**config.mk**
```make
export PLATFORM = sky130hd
export DESIGN_NAME = uart_rx_packet_ctrl
export DESIGN_NICKNAME = d
export VERILOG_FILES = /design/src/rtl/uart_rx_packet_ctrl.sv
export SDC_FILE = /design/constraint.sdc
export NUM_CORES = 1
export LEC_CHECK = 0
export ABC_AREA = 1
export ABC_CLOCK_PERIOD_IN_PS = 3130
export BUFFER_PORTS_ARGS = -buffer_cell sky130_fd_sc_hd__buf_4
export CORE_MARGIN = 5
export CORE_UTILIZATION = 35
export CTS_BUF_LIST = sky130_fd_sc_hd__clkbuf_4
export CTS_CLUSTER_SIZE = 10
export DETAILED_ROUTE_END_ITERATION = 8
export GPL_ROUTABILITY_DRIVEN = 0
export PLACE_DENSITY_LB_ADDON = 0.1
export REMOVE_ABC_BUFFERS = 1
export SLEW_MARGIN = 20
export SYNTH_ARGS = -nofsm -noshare
export SYNTH_HDL_FRONTEND = slang
export SYNTH_SLANG_ARGS = --single-unit
export TNS_END_PERCENT = 20
```
**constraint.sdc**
```tcl
create_clock -name clk -period 3.13 [get_ports clk]
set_input_delay 0.313 -clock clk [delete_from_list [all_inputs] [get_ports clk]]
set_output_delay 0.313 -clock clk [all_outputs]
set_load 0.02 [all_outputs]
```
**src/rtl/uart_rx_packet_ctrl.sv**
```systemverilog
// uart_rx_packet_ctrl: frames the UART receive byte stream into command packets
// of the form START, CMD, LEN, LEN payload bytes, END. A completed packet is held
// behind a valid/ack handshake. Malformed frames, oversize LEN, inter-byte
// timeouts and overruns are flagged with one-cycle pulses and discarded.
//
// Ports:
//   clk, rst                 clock (rising edge), async active-low reset
//   rx_data, rx_valid        byte stream from the UART receiver
//   pkt_ack                  consumer has taken the held packet
//   rd_addr, rd_data         payload read port (rd_data combinational, 0 past LEN)
//   cmd_out, len_out         CMD and LEN of the held / last presented packet
//   pkt_valid                level, a complete packet is held
//   busy                     receiving a frame (CMD, LEN, DATA, END)
//   frame_err, len_err,
//   timeout_err, overrun_err one-cycle error pulses
module uart_rx_packet_ctrl #(
  parameter int unsigned              WORD_LENGHT    = 8,
  parameter int unsigned              MAX_PAYLOAD    = 16,
  parameter logic [WORD_LENGHT-1:0]   START_BYTE     = 8'hFE,
  parameter logic [WORD_LENGHT-1:0]   END_BYTE       = 8'hEF,
  parameter int unsigned              TIMEOUT_CYCLES = 104166
) (
  input  logic                               clk,
  input  logic                               rst,
  input  logic [WORD_LENGHT-1:0]             rx_data,
  input  logic                               rx_valid,
  input  logic                               pkt_ack,
  input  logic [$clog2(MAX_PAYLOAD)-1:0]     rd_addr,
  output logic [WORD_LENGHT-1:0]             rd_data,
  output logic [WORD_LENGHT-1:0]             cmd_out,
  output logic [$clog2(MAX_PAYLOAD+1)-1:0]   len_out,
  output logic                               pkt_valid,
  output logic                               busy,
  output logic                               frame_err,
  output logic                               len_err,
  output logic                               timeout_err,
  output logic                               overrun_err
);

  localparam int unsigned AW = $clog2(MAX_PAYLOAD);
  localparam int unsigned LW = $clog2(MAX_PAYLOAD + 1);
  localparam int unsigned TW = $clog2(TIMEOUT_CYCLES);

  localparam logic [2:0] S_IDLE = 3'd0;
  localparam logic [2:0] S_CMD  = 3'd1;
  localparam logic [2:0] S_LEN  = 3'd2;
  localparam logic [2:0] S_DATA = 3'd3;
  localparam logic [2:0] S_END  = 3'd4;
  localparam logic [2:0] S_HOLD = 3'd5;

  logic [2:0]             state_q, state_d;
  logic [WORD_LENGHT-1:0] cmd_sh_q, cmd_sh_d;
  logic [LW-1:0]          len_sh_q, len_sh_d;
  logic [LW-1:0]          idx_q, idx_d;
  logic [TW-1:0]          to_cnt_q, to_cnt_d;
  logic [WORD_LENGHT-1:0] cmd_out_q, cmd_out_d;
  logic [LW-1:0]          len_out_q, len_out_d;
  logic [WORD_LENGHT-1:0] payload_q [MAX_PAYLOAD];
  logic [WORD_LENGHT-1:0] payload_d [MAX_PAYLOAD];
  logic                   pkt_valid_q, pkt_valid_d;
  logic                   busy_q, busy_d;
  logic                   frame_err_q, frame_err_d;
  logic                   len_err_q, len_err_d;
  logic                   timeout_err_q, timeout_err_d;
  logic                   overrun_err_q, overrun_err_d;
  logic                   in_frame_c;

  assign in_frame_c = (state_q == S_CMD) || (state_q == S_LEN) ||
                      (state_q == S_DATA) || (state_q == S_END);

  // Next-state, datapath and error-pulse logic
  always_comb begin
    state_d       = state_q;
    cmd_sh_d      = cmd_sh_q;
    len_sh_d      = len_sh_q;
    idx_d         = idx_q;
    to_cnt_d      = '0;
    cmd_out_d     = cmd_out_q;
    len_out_d     = len_out_q;
    payload_d     = payload_q;
    frame_err_d   = 1'b0;
    len_err_d     = 1'b0;
    timeout_err_d = 1'b0;
    overrun_err_d = 1'b0;

    // Inter-byte timer; a byte in the terminal cycle wins over the timeout
    if (in_frame_c && !rx_valid) begin
      if (to_cnt_q == TW'(TIMEOUT_CYCLES - 1)) begin
        timeout_err_d = 1'b1;
        state_d       = S_IDLE;
      end else begin
        to_cnt_d = to_cnt_q + TW'(1);
      end
    end

    case (state_q)
      S_IDLE: begin
        if (rx_valid && (rx_data == START_BYTE)) state_d = S_CMD;
      end
      S_CMD: begin
        if (rx_valid) begin
          cmd_sh_d = rx_data;
          state_d  = S_LEN;
        end
      end
      S_LEN: begin
        if (rx_valid) begin
          if (rx_data > WORD_LENGHT'(MAX_PAYLOAD)) begin
            len_err_d = 1'b1;
            state_d   = S_IDLE;
          end else begin
            len_sh_d = LW'(rx_data);
            idx_d    = '0;
            state_d  = (rx_data == '0) ? S_END : S_DATA;
          end
        end
      end
      S_DATA: begin
        if (rx_valid) begin
          payload_d[idx_q[AW-1:0]] = rx_data;
          idx_d                    = idx_q + LW'(1);
          if ((idx_q + LW'(1)) == len_sh_q) state_d = S_END;
        end
      end
      S_END: begin
        if (rx_valid) begin
          if (rx_data == END_BYTE) begin
            cmd_out_d = cmd_sh_q;
            len_out_d = len_sh_q;
            state_d   = S_HOLD;
          end else begin
            frame_err_d = 1'b1;
            state_d     = S_IDLE;
          end
        end
      end
      S_HOLD: begin
        // Ack takes priority; a coincident byte is treated as if seen in IDLE
        if (pkt_ack) begin
          state_d = (rx_valid && (rx_data == START_BYTE)) ? S_CMD : S_IDLE;
        end else if (rx_valid) begin
          overrun_err_d = 1'b1;
        end
      end
      default: state_d = S_IDLE;
    endcase

    pkt_valid_d = (state_d == S_HOLD);
    busy_d      = (state_d == S_CMD) || (state_d == S_LEN) ||
                  (state_d == S_DATA) || (state_d == S_END);
  end

  // State and datapath registers
  always_ff @(posedge clk or negedge rst) begin
    if (!rst) begin
      state_q       <= S_IDLE;
      cmd_sh_q      <= '0;
      len_sh_q      <= '0;
      idx_q         <= '0;
      to_cnt_q      <= '0;
      cmd_out_q     <= '0;
      len_out_q     <= '0;
      pkt_valid_q   <= 1'b0;
      busy_q        <= 1'b0;
      frame_err_q   <= 1'b0;
      len_err_q     <= 1'b0;
      timeout_err_q <= 1'b0;
      overrun_err_q <= 1'b0;
      for (int i = 0; i < int'(MAX_PAYLOAD); i++) payload_q[i] <= '0;
    end else begin
      state_q       <= state_d;
      cmd_sh_q      <= cmd_sh_d;
      len_sh_q      <= len_sh_d;
      idx_q         <= idx_d;
      to_cnt_q      <= to_cnt_d;
      cmd_out_q     <= cmd_out_d;
      len_out_q     <= len_out_d;
      pkt_valid_q   <= pkt_valid_d;
      busy_q        <= busy_d;
      frame_err_q   <= frame_err_d;
      len_err_q     <= len_err_d;
      timeout_err_q <= timeout_err_d;
      overrun_err_q <= overrun_err_d;
      for (int i = 0; i < int'(MAX_PAYLOAD); i++) payload_q[i] <= payload_d[i];
    end
  end

  // Payload read port, zero beyond the presented length
  assign rd_data = (LW'(rd_addr) < len_out_q) ? payload_q[rd_addr] : '0;

  assign cmd_out     = cmd_out_q;
  assign len_out     = len_out_q;
  assign pkt_valid   = pkt_valid_q;
  assign busy        = busy_q;
  assign frame_err   = frame_err_q;
  assign len_err     = len_err_q;
  assign timeout_err = timeout_err_q;
  assign overrun_err = overrun_err_q;

endmodule

```
# After elaboration in Yosys (flattened, before gate mapping)
# Cells that the tools add are included.
# totals
ff_bits,185
input_bits,16
# op_classes
n_addsub,2
magnitude_cmp,5
n_eq_ne,17
muxes,38
bitwise_logic,3
n_reduce_logical,18
# op_table
operator,count
128-bit bitwise mux,1
3-bit two-way mux,12
17-bit two-way mux,2
8-bit binary-select mux with 4-bit select,1
8-bit demux with 4-bit select,1
8-bit two-way mux,4
3-bit one-hot mux with 6 select lines,1
17-bit by 1-bit adder with 17-bit output (second input constant),1
17-bit equality test (second input constant),1
8-bit equality test (second input constant),2
5-bit two-way mux,3
3-bit by 2-bit equality test with 1-bit output (second input constant),4
3-bit equality test (second input constant),4
1-bit two-way mux,12
5-bit greater-or-equal comparator (second input constant),2
4-bit inverter with 5-bit output,2
5-bit one-hot mux with 2 select lines,1
8-bit by 5-bit > comparator with 1-bit output (second input constant),1
8-bit zero test,1
3-bit by 1-bit equality test with 1-bit output (second input constant),2
1-bit logical OR,6
2-bit != test (second input constant),3
3-bit AND reduction,2
5-bit by 1-bit adder with 5-bit output (second input constant),1
other kinds (10),13

# Longest topological paths before layout
# logic_depth
ltp_word,13
depth_mapped,16
mapped_depth_nobuf,16

# Worst setup path before layout
# Ideal clock, no wire load.
# synth_path
path_kind,reg2out
from,reg len_out_q[2] (netlist: len_out[2])
to,out rd_data[1]
t_arrival_ns,1.804
t_required_ns,2.817
path_slack_ns,1.013
path_stages_with_launch,8
path_buffers,0
cell_sequence,dfrtp_1 -> inv_1 -> ha_1 -> nand2_1 -> inv_1 -> o21ai_0 -> o221ai_1 -> nor3_1
# synth_via
elab_chain_len,2
# synth_lines
item,line_no,text
"start, declared",57,"logic [LW-1:0] len_out_q, len_out_d;"
"start signal, assigned",177,len_out_q <= len_out_d;
4-bit by 5-bit < comparator with 1-bit output,189,assign rd_data = (LW'(rd_addr) < len_out_q) ? payload_q[rd_addr] : '0;
8-bit two-way mux,189,
"end, declared",29,"output logic [WORD_LENGHT-1:0] rd_data,"
# No other way between the ends.

# Final worst setup path
# Same ends and word-level chain as after synthesis.

==> flow_metrics.env <==
export IMPL_num_vias=7250
export IMPL_tightest_slew_ns=0.9342
export IMPL_cts_tree="yes"
export IMPL_cts_root_buf="clkbuf_4"
export IMPL_wl_per_cell_um=17.32
export IMPL_netlist_area_mm2=0.009000
export IMPL_first_iter_violations=592
export IMPL_peakVddDrop_mv=0.2495
export IMPL_max_freq_ghz=0.3577
export IMPL_power_frac_comb=0.105
export IMPL_slew_headroom=0.3765
export IMPL_fp_dieH_um=170.4
export IMPL_maxCapViolCount=0
export IMPL_grt_pass1_vias=7221
export IMPL_hp_class="in2reg"
export IMPL_fp_dieW_um=170.4
export IMPL_globalRouteOverflowTotal=0
export IMPL_crit_type="reg2out"
export IMPL_crit_required_ns=2.82
export IMPL_skew_ns=0.03365
export IMPL_firstDrtPassIters=5
export IMPL_rsz0062_at_grt="no"
export IMPL_yosys_register_bits=185
export IMPL_grt_use_total=0.1771
export IMPL_fin_setup_tns_ns=0
export IMPL_hpwl_um=16760
export IMPL_min_period_ns=2.796
export IMPL_endpoint_kind="output port"
export IMPL_post_route_period_util=0.8933
export IMPL_ys_seq_area_frac=0.5144
export IMPL_grt_max_degree=64
export IMPL_num_rows=58
export IMPL_slew_violations=0
export IMPL_synth_cell_types=41
export IMPL_p_int_mw=2.988
export IMPL_cp_max_fo=7
export IMPL_synth_ff_type="dfrtp_1"
export IMPL_synth_avg_cell_area_um2=8.411
export IMPL_p_clk_frac=0.303
export IMPL_seq_power_share=0.592
export IMPL_die_area_mm2=0.02902
export IMPL_p_leak_nw=4.456
export IMPL_setup_viol=0
export IMPL_cts_buffer_depth=2
export IMPL_swShare=0.2899
export IMPL_start_kind="register"
export IMPL_antenna_found_initial=1
export IMPL_io_buffers=42
export IMPL_area_growth_pct=9.301
export IMPL_synth_warnings=0
export IMPL_netlist_instances=1070
export IMPL_htree_levels=4
export IMPL_cts_setup_buffers=0
export IMPL_start_util=0.3564
export IMPL_status="finished clean"
export IMPL_power_mw=4.209
export IMPL_worst_ep_arrival_time_ns=2.48
export IMPL_wl_um=24840
export IMPL_hold_viol=0
export IMPL_coreArea_mm2=0.02525
export IMPL_async_reset_ff_frac=1.000
export IMPL_p_per_area_mw_per_mm2=427.8
export IMPL_drive_above_1_share=0.1216
export IMPL_via_per_inst=5.056
export IMPL_drcViolationCount=0
export IMPL_clk_latency_ns=0.57
export IMPL_finalNetCount=1114
export IMPL_final_common_cell="nand2_1"
export IMPL_antenna_left=0
export IMPL_fill_cells=2610
export IMPL_clk_pin_slew_worst_paths_ns=0.15
export IMPL_grt_pass1_wl_um=40320
export IMPL_cts_made_buffers=17
export IMPL_synth_edf_count=0
export IMPL_io_pins=43
export IMPL_final_cell_mix="nand2_1, dfrtp_1, o21ai_1"
export IMPL_cts_sinks=185
export IMPL_power_switching_mw=1.220
[worst paths after layout]
check | start | end | slack, ns | cells past startpoint
setup / recovery | len_out[2] | rd_data[1] | 0.33 | 8
hold / removal | pkt_ack | overrun_err | 0.09 | 3
setup reg to reg | idx_q[2] | busy | 1.02 | 15
hold reg to reg | cmd_sh_q[0] | cmd_out[0] | 0.49 | 2
max in group asynchronous | rst | payload_q[77] | 2.11 | 3
min in group asynchronous | rst | payload_q[34] | 0.25 | 2
[registers in the layout, summed over array words and instances (netlist names), 3 cells and up]
register and count:
cmd_sh_q 8, to_cnt_q 17, idx_q 5, cmd_out 8, state_q 3, payload_q 128
len_out 5, len_sh_q 5
[layout make-up]
class | count | area, um^2 | share of cell area
timing repair buffer | 58 | 481.7 | 0.04897
multi-input combinational | 760 | 3797 | 0.3860
clock buffer | 18 | 135.1 | 0.01374
tap | 330 | 412.9 | 0.04197
sequential | 185 | 4629 | 0.4706
antenna | 2 | 5.005 | 0.0005088
clock inverter | 14 | 121.4 | 0.01234
inverter | 67 | 254.0 | 0.02582
[timing repair]
| action | 4_1_cts | 5_1_grt |
|---|---|---|
| setup endpoints to repair | 0 | 2 |
| hold endpoints to repair | 56 | 0 |
| resized for setup | 0 | 1 |
| hold buffers | 1 | 0 |
[worst max-delay path, stage by stage, from the launching register on]
cell and delay [ns]:
dfrtp_1 0.40, inv_1 0.12, ha_1 0.26, nand2_1 0.07
inv_1 0.03, o21ai_0 0.17, o221ai_2 0.25, nor3_1 0.40
buf_4 0.22
[through the flow]
step | cell area [um^2] | utilization | hold WS [ns] | std cells | setup WS (ns)
6_report | 9837 | 0.3895 | 0.09269 | 1434 | 0.3340
5_1_grt | 9837 | 0.3895 | 0.05647 | 1434 | 0.1655
4_1_cts | 9826 | 0.3891 | 0.03717 | 1432 | 0.1277
3_5_place_dp | 9559 | 0.3785 | 0.3332 | 1399 | 0.6931
2_1_floorplan | 8675 | - | 0.01741 | 1012 | 0.6922
3_3_place_gp | 9559 | 0.3785 | 0.3383 | 1399 | 0.6946
[cell usage after synthesis (9+ instances only)]
| library cell | instances | area [um^2] |
|---|---|---|
| inv_1 | 60 | 225.2 |
| o22ai_1 | 12 | 75.07 |
| a221oi_1 | 14 | 122.6 |
| a21oi_1 | 49 | 245.2 |
| clkbuf_1 | 26 | 97.59 |
| nand3_1 | 23 | 115.1 |
| nor2_1 | 82 | 307.8 |
| o21ai_1 | 115 | 575.6 |
| o21ai_0 | 68 | 340.3 |
| nor3_1 | 23 | 115.1 |
| nand2_1 | 304 | 1141 |
| dfrtp_1 | 185 | 4629 |
| ha_1 | 9 | 112.6 |
| buf_2 | 14 | 70.07 |
[routing by layer]
layer,part of all wire,up-vias,global-route usage
li1,-,3609,-
met3,0.038,21,0.03206
met5,0,-,0
met2,0.47,127,0.2883
met4,0.011,0,0.03819
met1,0.49,3493,0.2485
[power groups by stage]
stage | logic [mW] | registers (mW) | clock network, mW
5_1_grt | 0.497 | 2.50 | 1.42
6_report | 0.440 | 2.49 | 1.28
4_1_cts | 0.449 | 2.49 | 1.33
3_5_place_dp | 0.446 | 2.54 | 0
2_1_floorplan | 0.222 | 2.53 | 0
3_3_place_gp | 0.447 | 2.54 | 0
[kinds of logic (layout without fill, tap and decap cells)]
family,after synthesis,in the layout,share of synthesized area
adder cells (fa/ha/maj),9,9,0.01251
AND/OR/NAND/NOR,471,471,0.2363
buffers and inverters,125,157,0.06437
XOR/XNOR,3,3,0.002920
other,0,2,0
AO/OA/AOI/OAI,277,277,0.1695
flip-flops,185,185,0.5144
Power figures use the tool's default switching activity.
